**src/rtl/sa_22_pkg.sv**
```systemverilog
// Shared constants for the (2,2) corner-router switch allocator: route codes,
// flit type codes and small index helpers used by the top and the per-output arbiter.
package sa_22_pkg;

  localparam logic [3:0] DIR_N = 4'b0001;
  localparam logic [3:0] DIR_W = 4'b0010;
  localparam logic [3:0] DIR_L = 4'b0100;

  localparam logic [1:0] FT_HEAD   = 2'b10;
  localparam logic [1:0] FT_TAIL   = 2'b01;
  localparam logic [1:0] FT_SINGLE = 2'b11;

  // Lane i and output port i share an index: lane 1 enters from N, lane 3 from W, lane 5 from L.
  localparam int PORT_N = 0;
  localparam int PORT_W = 1;
  localparam int PORT_L = 2;
  localparam int NUM_PORTS = 3;

  // (base + off) mod 3 for base, off in 0..2.
  function automatic logic [1:0] rr_idx(input logic [1:0] base, input logic [1:0] off);
    logic [2:0] sum;
    sum = {1'b0, base} + {1'b0, off};
    return (sum >= 3'd3) ? 2'(sum - 3'd3) : sum[1:0];
  endfunction

  // One-hot output port vector for a route code; zero for any illegal code.
  function automatic logic [2:0] dir_decode(input logic [3:0] dir);
    case (dir)
      DIR_N:   return 3'b001;
      DIR_W:   return 3'b010;
      DIR_L:   return 3'b100;
      default: return 3'b000;
    endcase
  endfunction

endpackage

```
**src/rtl/sa_22_arb.sv**
```systemverilog
// One output port of the switch: round-robin arbiter over the three lanes, wormhole
// lock FSM (head locks, owner's tail unlocks) and the registered output slot.
module sa_22_arb
  import sa_22_pkg::*;
#(
  parameter int DATASIZE = 40
) (
  input  logic                     clk,
  input  logic                     rst_n,
  input  logic [2:0]               i_req,
  input  logic [2:0][DATASIZE-1:0] i_data,
  input  logic                     i_ready,
  output logic [2:0]               o_grant,
  output logic [DATASIZE-1:0]      o_data,
  output logic                     o_valid,
  output logic                     o_dbg_state
);

  localparam logic [0:0] ST_IDLE   = 1'b0;
  localparam logic [0:0] ST_LOCKED = 1'b1;

  logic [0:0]          r_state;
  logic [1:0]          r_owner;
  logic [1:0]          r_ptr;
  logic                r_valid;
  logic [DATASIZE-1:0] r_data;

  logic       w_can;
  logic [2:0] w_elig;
  logic       w_fire;
  logic [1:0] w_win;
  logic [1:0] w_idx;
  logic [1:0] w_type;

  // Free slot or one draining this cycle can take a new flit.
  assign w_can = !r_valid || i_ready;

  always_comb begin
    w_elig = '0;
    for (int k = 0; k < 3; k++) begin
      w_elig[k] = i_req[k] && ((r_state == ST_IDLE) || (r_owner == 2'(k)));
    end
  end

  always_comb begin
    w_fire = 1'b0;
    w_win  = r_ptr;
    w_idx  = r_ptr;
    for (int n = 0; n < 3; n++) begin
      w_idx = rr_idx(r_ptr, 2'(n));
      if (!w_fire && w_can && w_elig[w_idx]) begin
        w_fire = 1'b1;
        w_win  = w_idx;
      end
    end
  end

  always_comb begin
    o_grant = '0;
    if (w_fire) o_grant[w_win] = 1'b1;
  end

  assign w_type = i_data[w_win][DATASIZE-1 -: 2];

  always_ff @(posedge clk or negedge rst_n) begin
    if (!rst_n) begin
      r_valid <= 1'b0;
      r_data  <= '0;
    end else if (w_fire) begin
      r_valid <= 1'b1;
      r_data  <= i_data[w_win];
    end else if (i_ready) begin
      r_valid <= 1'b0;
    end
  end

  // Pointer only advances at packet starts so a locked packet does not skew fairness.
  always_ff @(posedge clk or negedge rst_n) begin
    if (!rst_n) begin
      r_ptr <= 2'd0;
    end else if (w_fire && ((w_type == FT_HEAD) || (w_type == FT_SINGLE))) begin
      r_ptr <= rr_idx(w_win, 2'd1);
    end
  end

  always_ff @(posedge clk or negedge rst_n) begin
    if (!rst_n) begin
      r_state <= ST_IDLE;
      r_owner <= 2'd0;
    end else begin
      case (r_state)
        ST_IDLE: begin
          if (w_fire && (w_type == FT_HEAD)) begin
            r_state <= ST_LOCKED;
            r_owner <= w_win;
          end
        end
        ST_LOCKED: begin
          // Only the owner can win while locked, so its tail releases the port.
          if (w_fire && (w_type == FT_TAIL)) r_state <= ST_IDLE;
        end
        default: r_state <= ST_IDLE;
      endcase
    end
  end

  assign o_data      = r_data;
  assign o_valid     = r_valid;
  assign o_dbg_state = r_state[0];

endmodule

```
**src/rtl/sa_22.sv**
```systemverilog
// Switch allocator + crossbar for corner router (2,2): decodes RC lane routes, drops
// illegal/U-turn flits, arbitrates N/W/L outputs and reports N/W windowed pressure.
module sa_22
  import sa_22_pkg::*;
#(
  parameter int DATASIZE = 40,
  parameter int WIDTH    = 3
) (
  input  logic                sa_clk,
  input  logic                rst_n,
  input  logic [DATASIZE-1:0] data_in_1,
  input  logic [DATASIZE-1:0] data_in_3,
  input  logic [DATASIZE-1:0] data_in_5,
  input  logic [3:0]          direction_in_1,
  input  logic [3:0]          direction_in_3,
  input  logic [3:0]          direction_in_5,
  input  logic                valid_in_1,
  input  logic                valid_in_3,
  input  logic                valid_in_5,
  output logic                ready_out_1,
  output logic                ready_out_3,
  output logic                ready_out_5,
  output logic [DATASIZE-1:0] N_data_out,
  output logic [DATASIZE-1:0] W_data_out,
  output logic [DATASIZE-1:0] L_data_out,
  output logic                N_valid_out,
  output logic                W_valid_out,
  output logic                L_valid_out,
  input  logic                N_ready_in,
  input  logic                W_ready_in,
  input  logic                L_ready_in,
  output logic [WIDTH:0]      N_pressure_out,
  output logic [WIDTH:0]      W_pressure_out,
  output logic                err_route,
  output logic [2:0]          dbg_lock_state
);

  logic [2:0]                      w_valid;
  logic [2:0][3:0]                 w_dir;
  logic [2:0][DATASIZE-1:0]        w_data;
  logic [2:0][2:0]                 w_tgt;
  logic [2:0]                      w_uturn;
  logic [2:0]                      w_illegal;
  logic [2:0][2:0]                 w_req;
  logic [2:0][2:0]                 w_grant;
  logic [2:0][DATASIZE-1:0]        w_odata;
  logic [2:0]                      w_ovalid;
  logic [2:0]                      w_oready;
  logic [2:0]                      w_lock;
  logic [2:0]                      w_lane_ready;
  logic                            w_fire_n;
  logic                            w_fire_w;

  logic [2:0]       r_win;
  logic [WIDTH:0]   r_cnt_n;
  logic [WIDTH:0]   r_cnt_w;
  logic [WIDTH:0]   r_press_n;
  logic [WIDTH:0]   r_press_w;
  logic             r_err;

  // Lanes are masked during reset so nothing is reported consumed.
  assign w_valid  = {valid_in_5, valid_in_3, valid_in_1} & {3{rst_n}};
  assign w_dir    = {direction_in_5, direction_in_3, direction_in_1};
  assign w_data   = {data_in_5, data_in_3, data_in_1};
  assign w_oready = {L_ready_in, W_ready_in, N_ready_in};

  always_comb begin
    w_tgt     = '0;
    w_uturn   = '0;
    w_illegal = '0;
    w_req     = '0;
    for (int i = 0; i < NUM_PORTS; i++) begin
      w_tgt[i]     = dir_decode(w_dir[i]);
      w_uturn[i]   = ((i == PORT_N) && w_tgt[i][PORT_N]) || ((i == PORT_W) && w_tgt[i][PORT_W]);
      w_illegal[i] = w_valid[i] && ((w_tgt[i] == 3'b000) || w_uturn[i]);
      for (int o = 0; o < NUM_PORTS; o++) begin
        w_req[o][i] = w_valid[i] && w_tgt[i][o] && !w_uturn[i];
      end
    end
  end

  for (genvar g = 0; g < NUM_PORTS; g++) begin : g_arb
    sa_22_arb #(.DATASIZE(DATASIZE)) u_arb (
      .clk         (sa_clk),
      .rst_n       (rst_n),
      .i_req       (w_req[g]),
      .i_data      (w_data),
      .i_ready     (w_oready[g]),
      .o_grant     (w_grant[g]),
      .o_data      (w_odata[g]),
      .o_valid     (w_ovalid[g]),
      .o_dbg_state (w_lock[g])
    );
  end

  // Illegal flits are swallowed so they cannot block the lane.
  assign w_lane_ready = w_illegal | w_grant[PORT_N] | w_grant[PORT_W] | w_grant[PORT_L];
  assign w_fire_n     = |w_grant[PORT_N];
  assign w_fire_w     = |w_grant[PORT_W];

  function automatic logic [WIDTH:0] sat_inc(input logic [WIDTH:0] v, input logic inc);
    return (inc && (v != {(WIDTH+1){1'b1}})) ? v + 1'b1 : v;
  endfunction

  always_ff @(posedge sa_clk or negedge rst_n) begin
    if (!rst_n) begin
      r_win     <= 3'd0;
      r_cnt_n   <= '0;
      r_cnt_w   <= '0;
      r_press_n <= '0;
      r_press_w <= '0;
    end else begin
      r_win <= r_win + 3'd1;
      if (r_win == 3'd7) begin
        r_press_n <= sat_inc(r_cnt_n, w_fire_n);
        r_press_w <= sat_inc(r_cnt_w, w_fire_w);
        r_cnt_n   <= '0;
        r_cnt_w   <= '0;
      end else begin
        r_cnt_n <= sat_inc(r_cnt_n, w_fire_n);
        r_cnt_w <= sat_inc(r_cnt_w, w_fire_w);
      end
    end
  end

  always_ff @(posedge sa_clk or negedge rst_n) begin
    if (!rst_n) r_err <= 1'b0;
    else        r_err <= |w_illegal;
  end

  assign ready_out_1    = w_lane_ready[PORT_N];
  assign ready_out_3    = w_lane_ready[PORT_W];
  assign ready_out_5    = w_lane_ready[PORT_L];
  assign N_data_out     = w_odata[PORT_N];
  assign W_data_out     = w_odata[PORT_W];
  assign L_data_out     = w_odata[PORT_L];
  assign N_valid_out    = w_ovalid[PORT_N];
  assign W_valid_out    = w_ovalid[PORT_W];
  assign L_valid_out    = w_ovalid[PORT_L];
  assign N_pressure_out = r_press_n;
  assign W_pressure_out = r_press_w;
  assign err_route      = r_err;
  assign dbg_lock_state = w_lock;

endmodule
```
**config.mk**
```make
export PLATFORM = sky130hd
export DESIGN_NAME = sa_22
export DESIGN_NICKNAME = d
export VERILOG_FILES = /design/src/rtl/sa_22_pkg.sv /design/src/rtl/sa_22_arb.sv /design/src/rtl/sa_22.sv
export SDC_FILE = /design/constraint.sdc
export NUM_CORES = 1
export LEC_CHECK = 0
export ABC_AREA = 0
export BUFFER_PORTS_ARGS = -buffer_cell sky130_fd_sc_hd__buf_4
export CAP_MARGIN = 20
export CORE_MARGIN = 1
export CORE_UTILIZATION = 50
export DETAILED_ROUTE_END_ITERATION = 8
export HOLD_SLACK_MARGIN = 0.12
export PLACE_DENSITY = 0.75
export SYNTH_ARGS = -nofsm -noshare
export SYNTH_HDL_FRONTEND = slang
export SYNTH_SLANG_ARGS = --single-unit
```
**constraint.sdc**
```tcl
create_clock -name sa_clk -period 4.55 [get_ports sa_clk]
set_input_delay 0.91 -clock sa_clk [delete_from_list [all_inputs] [get_ports sa_clk]]
set_output_delay 0.91 -clock sa_clk [all_outputs]
set_load 0.01 [all_outputs]
```
Word-level counts from Yosys, hierarchy flattened:

Index checks and enable logic that the tools add are counted.

* add/sub/neg operators: 24
* order comparisons: 27
* eq/ne operators: 27
* multiplexer cells: 85
* bitwise logic cells: 7
* reduce and logical (&&, ||, !) cells: 99

Operator list (number)
* binary-select mux 40 bit (select 2 bit): 3
* 2-to-1 mux 40 bit: 3
* logical AND 1 bit: 56
* 2-to-1 mux 2 bit: 21
* less-than comparator 2 x 3 -> 1 bit (second input constant): 12
* 2-to-1 mux 1 bit: 33
* >= comparator 3 x 2 -> 1 bit (second input constant): 9
* case mux 3 bit (3 select lines): 3
* subtractor 2 bit (second input constant): 12
* adder 2 x 1 -> 3 bit (second input constant): 6
* binary-select mux 1 bit (select 2 bit): 9
* equality test 2 bit (second input constant): 9
* logical OR 1 bit: 17
* 2-to-1 mux 4 bit: 4
* equality test 2 x 1 -> 1 bit (second input constant): 6
* equality test 4 x 1 -> 1 bit (second input constant): 3
* equality test 4 x 2 -> 1 bit (second input constant): 3
* equality test 4 x 3 -> 1 bit (second input constant): 3
* zero test 1 bit: 11
* adder 2 x 2 -> 3 bit (second input constant): 3
* zero test 3 bit: 3
* 2-to-1 mux 3 bit: 3
* OR 3 bit: 3
* OR reduction 3 bit: 3
* other kinds (13): 31

* register bits: 158
* input bits: 140
* output and inout port bits: 138
* word-level logic and storage cells: 290

Logic depth before layout (Yosys ltp):

Gate-level depths: netlist of run 1.

* depth in word-level cells: 26
* gate-level depth with buffers: 15
* mapped depth without buffers: 14

Hierarchy:

From an unflattened synthesis of run 1, not the netlist that was laid out.

* cell total of the unflattened synthesis: 1150
* area total of the unflattened synthesis: 9841.9 um^2

Modules (own cells, without submodules)
* sa_22_arb at g_arb[0].u_arb ...: times used 2, cells each 347, area each 2911.5 um^2, sequential area each 1151.1 um^2
* sa_22_arb at g_arb[2].u_arb: times used 1, cells each 350, area each 2970.3 um^2, sequential area each 1151.1 um^2
* sa_22: times used 1, cells each 106, area each 1048.5 um^2, sequential area each 500.5 um^2

Worst setup path after synthesis of run 1:

Ideal clock, no wire load.

* path type: input port to output port
* from: input direction_in_5[0]
* to: output ready_out_3
* arrival: 3.051 ns
* data required time: 3.640 ns
* setup slack: 0.589 ns
* cell stages on the path: 11
* buffers on the path: 1
* cell sequence: nor3b_1 o211a_1 a21oi_1 a311oi_1 o31ai_1 a21oi_2 buf_2 inv_1 ha_1 a221oi_1 nand2_1

* word-level cells in the longest chain between the ends: 24
* elaborated cells on any way between the ends: 88
* classes of those cells: order compare: 6; eq/ne: 3; mux: 46; bitwise: 3; reduce/logical: 30

Ends and longest elaborated chain
* from (decl): line sa_22.sv:16 `input logic [3:0] direction_in_5,`
* equality test 4 x 3 -> 1 bit, or another cell as far along: line sa_22_pkg.sv:28 `case (dir)`
* case mux 3 bit (3 select lines) *: line sa_22_pkg.sv:28
* logical AND 1 bit: line sa_22.sv:77 `w_req[o][i] = w_valid[i] && w_tgt[i][o] && !w_uturn[i];`
* logical AND 1 bit: line sa_22_arb.sv:41 `w_elig[k] = i_req[k] && ((r_state == ST_IDLE) || (r_owner == 2'(k)));`
* binary-select mux 1 bit (select 2 bit): line sa_22_arb.sv:51 `if (!w_fire && w_can && w_elig[w_idx]) begin`
* 2-to-1 mux 1 bit (not written as such): line sa_22_arb.sv:51
* logical AND 1 bit: line sa_22_arb.sv:51
* 2-to-1 mux 1 bit: line sa_22_arb.sv:51
* [... 7 more ...]
* 2-to-1 mux 2 bit: line sa_22_arb.sv:51
* less-than comparator 2 x 3 -> 1 bit (not written as such) / >= comparator 2 x 1 -> 1 bit (equally long branches): line sa_22_arb.sv:60 `if (w_fire) o_grant[w_win] = 1'b1;`
* logical AND 1 bit (not written as such): line sa_22_arb.sv:60
* 2-to-1 mux 1 bit (not written as such): line sa_22_arb.sv:60
* demux 1 bit (select 2 bit)
* 2-to-1 mux 3 bit: line sa_22_arb.sv:60
* OR 3 bit (2 in a row): line sa_22.sv:97 `assign w_lane_ready = w_illegal | w_grant[PORT_N] | w_grant[PORT_W] | w_grant[PORT_L];`
* OR 3 bit *: line sa_22.sv:97
* to (decl): line sa_22.sv:21 `output logic ready_out_3,`

Mark *: on every way between the ends. The rest lies on a longest branch, timed or not. The select of a mux whose other input is x is not followed.

Worst setup path in the final report of run 1:

* from: input rst_n
* to: output ready_out_1

* word-level cells in the longest chain between the ends: 24
* elaborated cells on any way between the ends: 104
* classes of those cells: order compare: 6; mux: 45; bitwise: 4; reduce/logical: 49

Ends and longest elaborated chain
* from (decl): line sa_22.sv:10 `input logic rst_n,`
* bitwise AND 3 bit *: line sa_22.sv:62 `assign w_valid = {valid_in_5, valid_in_3, valid_in_1} & {3{rst_n}};`
* logical AND 1 bit (2 in a row): line sa_22.sv:77
* logical AND 1 bit: line sa_22_arb.sv:41
* binary-select mux 1 bit (select 2 bit): line sa_22_arb.sv:51
* 2-to-1 mux 1 bit (not written as such): line sa_22_arb.sv:51
* logical AND 1 bit: line sa_22_arb.sv:51
* 2-to-1 mux 1 bit: line sa_22_arb.sv:51
* zero test 1 bit: line sa_22_arb.sv:51
* [... 6 more ...]
* 2-to-1 mux 2 bit *: line sa_22_arb.sv:51
* named net g_arb[0].u_arb.w_win[0]: line sa_22_arb.sv:31 `logic [1:0] w_win;`
* less-than comparator 2 x 3 -> 1 bit (not written as such) / >= comparator 2 x 1 -> 1 bit (equally long branches): line sa_22_arb.sv:60
* logical AND 1 bit (not written as such): line sa_22_arb.sv:60
* 2-to-1 mux 1 bit (not written as such): line sa_22_arb.sv:60
* demux 1 bit (select 2 bit) *
* 2-to-1 mux 3 bit *: line sa_22_arb.sv:60
* OR 3 bit * (3 in a row): line sa_22.sv:97
* to (decl): line sa_22.sv:20 `output logic ready_out_1,`

The timed path passes the listed nets; every way through them passes the cells marked *. The select of a mux whose other input is x is not followed.

==> results.md, run 1 <==
- Synth top area share: 43.0%
- Largest family of logic cells by synthesized area: compound AO/OA/AOI/OAI gates
- EDFF count, synth: 0
- Max incr delay on CP: 0.39 ns
- Setup CP Type: input port to output port
- Warnings from Yosys: 0
- Vias in the first global route: 8021
- Via density: 5.87
- Area after DPL: 11500 sq um
- CP cell instances: buf_6 > and4bb_4 > o2111ai_1 > a32oi_1 > nor2_2 > o21ai_0 > inv_1 > ha_1 > a221oi_1 > nand2_1 > buf_4
- Syn avg cell area: 9.72 sq um
- Worst vdd ir: 0.000295 V
- DRC Markers: 0
- Worst setup margin: 0.211 ns
- Die X: 138 um
- Slew @ Worst Pin: 0.871 ns
- Final setup fails: 0
- Total CTS buffers: 17
- First-pass GRT wire length: 43.8 mm
- Fin. max-slew vios: 0
- Yosys reg bits: 158
- Netlist cell types: 77
- Top cells by area, synth: dfrtp_1 (43%), mux2_2 (8.8%), a22oi_1 (6.2%)
- P_leak: 5.56 nW
- Initial antenna violation count: 0
- Seq/Total Area, Yosys: 43.0%
- Area Growth Syn to Fin: 31.7%
- Antenna Nets Post-Route: 0
- Die Ht: 138 um
- # rows: 49
- Critical path arrival: 3.43 ns
- CTS sink cnt: 158
- # IOs: 278
- Slowest CP cell: o21ai_0
- Syn_nets: 1105
- Port bufs: 277
- Core area: 18000 sq um
- DP Worst Slack: 0.250 ns
- Reg2Reg Depth: 13
- TritonCTS clock tree: yes
- CTS clk-pin slew, worst paths: 0.06 ns
- CP Launch Type: input port
- Final #Nets: 1356
- Later-pin clock latency in the skew report: 0.43 ns
- Synthesized area: 9190 sq um
- Most instantiated cells after synthesis: dfrtp_1 (158), nor2_1 (105), a21oi_1 (96)
- MaxCap Viol Count: 0
- Synth Instances: 946
- Largest net degree at the start of global routing: 151
- Post-CTS setup buffers: 0
- DR WL/cell: 20.1 um
- Clock skew: 0.0103 ns
- Worst hold slack: 0.309 ns
- Die area: 18900 sq um
- All-Layer GR Usage: 30.7%
- Post-Synth Adder-Cell Area: 2.83%
- Max frequency: 230 MHz
- Largest area contributor in the netlist: dfrtp_1
- Worst-path fanout max: 17
- Finished Cell Area: 12100 sq um
- Worst EP required: 3.64 ns
- Wirelength, routed: 28.9 mm
- Compound-gate portion of the synthesized area: 21.1%
- Clock Tree Root: clkbuf_16
- Via count of the routed design: 8443
- Setup TNS: 0 ns
- Most common cell in the netlist: dfrtp_1
- Clock Tree Buf Depth: 2
- PD cells: 499 nW/um^2
- First-pass iteration count of the detailed router: 5
- GRT Residual Overflow: 0
- Synth Area in Simple Gates: 13.1%
- RePlAce Congestion: 0.907
- Slew margin rel.: 41.2%
- Run status: finished, final reports clean
- Worst min path class: input port to async pin
- Drt initial violations: 624
- Period Utilization, post-route: 95.4%
- Layout cells sized above 1: 36.0%
- Final hold violation count: 0
- XOR/XNOR Fraction of Synth Area: 0.381%
- Initial Util: 51.2%
- Min Tclk post-route: 4.34 ns
- RSZ-0062 raised after global routing: no
- Crit end category: output port
- H-tree levels: 4
- Ant diodes: 0
- Top_reg_cell synth: dfrtp_1
- Mux cell area share after synthesis: 15.2%
- Hpwl dp: 19.9 mm
- Ys async rst share: 100%
layout make-up:
class                   count  area [sq um]
clock inverters            12           183
multi-input cells         698          4880
well taps                 229           287
inverters                  24          90.1
flip-flops and latches    158          3950
fillers                  1449          5860
repair buffers            298          2250
clock buffers              20           457
logic make-up (layout without fill, tap and decap cells):
| family | after synthesis | in the layout |
|---|---|---|
| simple gates | 252 | 252 |
| flops | 158 | 158 |
| compound gates | 292 | 292 |
| buf+inv | 90 | 354 |
| xor+xnor | 4 | 4 |
| fa+ha+maj | 21 | 21 |
| mux | 129 | 129 |
registers in the layout, summed over array words and instances (netlist names):
name and count:
g_arb.u_arb.o_dbg_state 3, g_arb.u_arb.o_data 120, err_route 1, r_cnt_w 4, r_cnt_n 4, g_arb.u_arb.r_ptr 6, N_pressure_out 4, W_pressure_out 4
g_arb.u_arb.r_owner 6, r_win 3, g_arb.u_arb.o_valid 3
report_power, final:
part	internal, W	switching, W
registers	0.00176	0.000229
clock network	0.000953	0.000609
logic	0.00115	0.00135
total	0.00386	0.00219
per-layer routing:
layer  global-route usage, %  part of all wire, %
met5                       0                    0
met4                    11.1                  2.3
met3                    7.54                  7.5
met2                    49.6                   49
met1                    39.7                   41
final timing paths:
| kind | slack [ns] | end | start |
|---|---|---|---|
| max in group asynchronous | 3.18 | r_cnt_n[3] | rst_n |
| setup reg to reg | 0.70 | g_arb[2].u_arb.o_data[13] | g_arb[2].u_arb.r_ptr[0] |
| min in group sa_clk | 0.43 | r_win[0] | r_win[0] |
| setup / recovery | 0.21 | ready_out_1 | rst_n |
| hold / removal | 0.31 | g_arb[1].u_arb.o_valid | rst_n |
| hold reg to reg | 0.43 | r_win[0] | r_win[0] |
layout by cell type, fill, tap and decap left out, types with 10 or more instances in the layout:
master | netlist | routed
dfrtp_1 | 158 | 158
nor2_1 | 105 | 104
o21ai_0 | 54 | 54
buf_4 | 8 | 296
mux2i_1 | 45 | 45
mux2_1 | 11 | 11
nand2_1 | 73 | 72
nor2b_1 | 15 | 15
a21oi_1 | 96 | 96
nand3_1 | 10 | 10
nand2b_1 | 14 | 13
ha_1 | 19 | 19
inv_1 | 23 | 23
a22oi_1 | 76 | 76
mux2_2 | 72 | 72
clkbuf_16 | 0 | 17
worst max-delay path, delay by kind of cell:
family,cells,cell delay [ns]
compound gates,4,1.18
simple gates,3,0.52
fa+ha+maj,1,0.28
buf+inv,3,0.53
repair_timing:
| action | in CTS | in global routing |
|---|---|---|
| resized for setup | 0 | 1 |
| setup endpoints to repair | 0 | 1 |
| hold buffers | 0 | 0 |
per-stage QoR:
stage               total power (W)  instances  utilization, %
floorplan                   0.00338        946               -
finish                      0.00605       1439            67.4
global route                0.00638       1439            67.4
global placement            0.00443       1407            63.8
detailed placement          0.00448       1407            63.8
CTS                         0.00606       1439            67.4
Power figures use the tool's default switching activity.
==> inputs of run 2 (changes only) <==
--- a/config.mk
+++ b/config.mk
@@ -13,6 +13,7 @@
 export DETAILED_ROUTE_END_ITERATION = 8
 export HOLD_SLACK_MARGIN = 0.12
 export PLACE_DENSITY = 0.75
+export REMOVE_ABC_BUFFERS = 1
 export SYNTH_ARGS = -nofsm -noshare
 export SYNTH_HDL_FRONTEND = slang
 export SYNTH_SLANG_ARGS = --single-unit
==> results.md, run 2 (synthesis gave the netlist of run 1 again) <==
- Crit end category: output port
- Slew margin rel.: 36.4%
- Worst vdd ir: 0.000276 V
- Clock skew: 0.0136 ns
- Die area: 18900 sq um
- All-Layer GR Usage: 30.3%
- Layout cells sized above 1: 35.8%
- # IOs: 278
- First-pass GRT wire length: 43.3 mm
- Setup TNS: 0 ns
- Reg2Reg Depth: 13
- Core Util, Final: 67.1%
- CTS clk-pin slew, worst paths: 0.07 ns
- Run status: finished, final reports clean
- Slowest CP cell: buf_4
- Max reg flops: 120
- Most frequent cells in the layout: buf_4 (294), dfrtp_1 (158), nor2_1 (105), a21oi_1 (96), a22oi_1 (76)
- Slew @ Worst Pin: 0.953 ns
- Hpwl dp: 19.7 mm
- Cell mode on critical path: buf_4
- Final hold violation count: 0
- Total power: 0.00601 W
- Cts hold-fix bufs: 0
- P_leak: 5.54 nW
- Max incr delay on CP: 0.73 ns
- Most common cell after layout, fill and taps aside: buf_4
- Wirelength, routed: 28.6 mm
- Period Utilization, post-route: 95.8%
- CP cell instances: buf_4 > nor3b_1 > o211ai_1 > maj3_2 > a2111oi_4 > buf_4 > a221oi_1 > nand2_1 > buf_4
- Setup CP Type: input port to output port
- Fill count: 1457
- Bufs and invs on worst path: 3
- Later-pin clock latency in the skew report: 0.43 ns
- CP Launch Type: input port
- Worst EP required: 3.64 ns
- H-tree levels: 4
- Antenna Nets Post-Route: 0
- Via density: 5.83
- First-pass iteration count of the detailed router: 5
- Worst-path fanout max: 83
- Drt initial violations: 523
- Via count of the routed design: 8360
- Post-CTS setup buffers: 0
- # rows: 49
- Post-CTS Resized: 0
- Clock Tree Root: clkbuf_16
- Placed cells: 1404
- DR WL/cell: 19.9 um
- Ant diodes: 0
- Delay-heaviest family, CP: buffers and inverters
- TritonCTS clock tree: yes
- DRC Markers: 0
- Critical path arrival: 3.45 ns
- Area Growth Syn to Fin: 31.1%
- Final Non-Filler Cells: 1435
- Vias in the first global route: 8072
- Largest net degree at the start of global routing: 84
- Total CTS buffers: 17
- Min Tclk post-route: 4.36 ns
- Initial Util: 51.2%
- Core area: 18000 sq um
- RSZ-0062 raised after global routing: no
- GRT Residual Overflow: 0
- Die X: 138 um
- Final #Nets: 1353
- Worst min path class: input port to async pin
- Die Ht: 138 um
- Max frequency: 230 MHz
- CTS sink cnt: 158
- Clock Tree Buf Depth: 2
- Fin. max-slew vios: 0
- Stages on the worst setup path: 9
- Initial antenna violation count: 0
- MaxCap Viol Count: 0
- Final setup fails: 0
- RePlAce Congestion: 0.889
- Reg2Reg Setup Slack: 0.81 ns
- Port bufs: 277
- PD cells: 498 nW/um^2
[run 2: cell types whose count changed in the layout (fill, tap and decap cells not counted), sizes merged]
cell and delta:
clkinv +1, buf -3, clkbuf -2
[run 2: per-layer routing]
| layer | part of all wire [%] | wire [um] | global-route usage [%] |
|---|---|---|---|
| met1 | 42 | 11900 | 38.7 |
| met2 | 48 | 13700 | 48.5 |
| met3 | 7.6 | 2170 | 8.24 |
| met4 | 2.9 | 825 | 12.5 |
| met5 | 0 | 0 | 0 |
[run 2: final timing paths]
check	start	to
worst max-delay path	direction_in_5[0]	ready_out_5
worst min-delay path	rst_n	g_arb[1].u_arb.o_data[38]
worst max register to register	g_arb[2].u_arb.r_ptr[0]	g_arb[2].u_arb.o_data[10]
worst min register to register	r_win[0]	r_win[0]
max in group asynchronous	rst_n	g_arb[1].u_arb.o_data[12]
min in group sa_clk	r_win[0]	r_win[0]
[run 2: per-stage QoR]
stage	area, sq um	setup slack (ns)	hold WS (ns)
5_1_grt	12100	0.00809	0.272
4_1_cts	12100	0.200	0.274
3_3_place_gp	11400	0.248	0.416
6_report	12100	0.193	0.283
3_5_place_dp	11400	0.212	0.417
2_1_floorplan	8880	-3.29	0.401
[run 2: worst register-to-register path, stage by stage, from the launching register on]
cell,delay (ns)
dfrtp_1,0.38
inv_1,0.09
ha_1,0.37
nand2b_1,0.28
a2111oi_4,0.46
nor3_1,0.11
mux2i_1,0.26
nand3_1,0.14
and2_1,0.20
inv_2,0.07
buf_4,0.50
mux2_2,0.44
a22oi_1,0.19
a21oi_1,0.10
[run 2: where the power goes]
part           leakage [nW]  total [W]  switching [W]  internal, W
clock network         0.304    0.00155       0.000616     0.000935
logic                  3.20    0.00247        0.00132      0.00114
registers              2.04    0.00199       0.000230      0.00176
total                  5.54    0.00601        0.00217      0.00384
[run 2: area by class of cell]
class	count	area, sq um	area share, %
clock buffers	18	439	3.64
clock inverters	13	188	1.56
inverters	24	90.1	0.747
multi-input cells	698	4880	40.5
flip-flops and latches	158	3950	32.8
well taps	229	287	2.38
repair buffers	295	2220	18.4
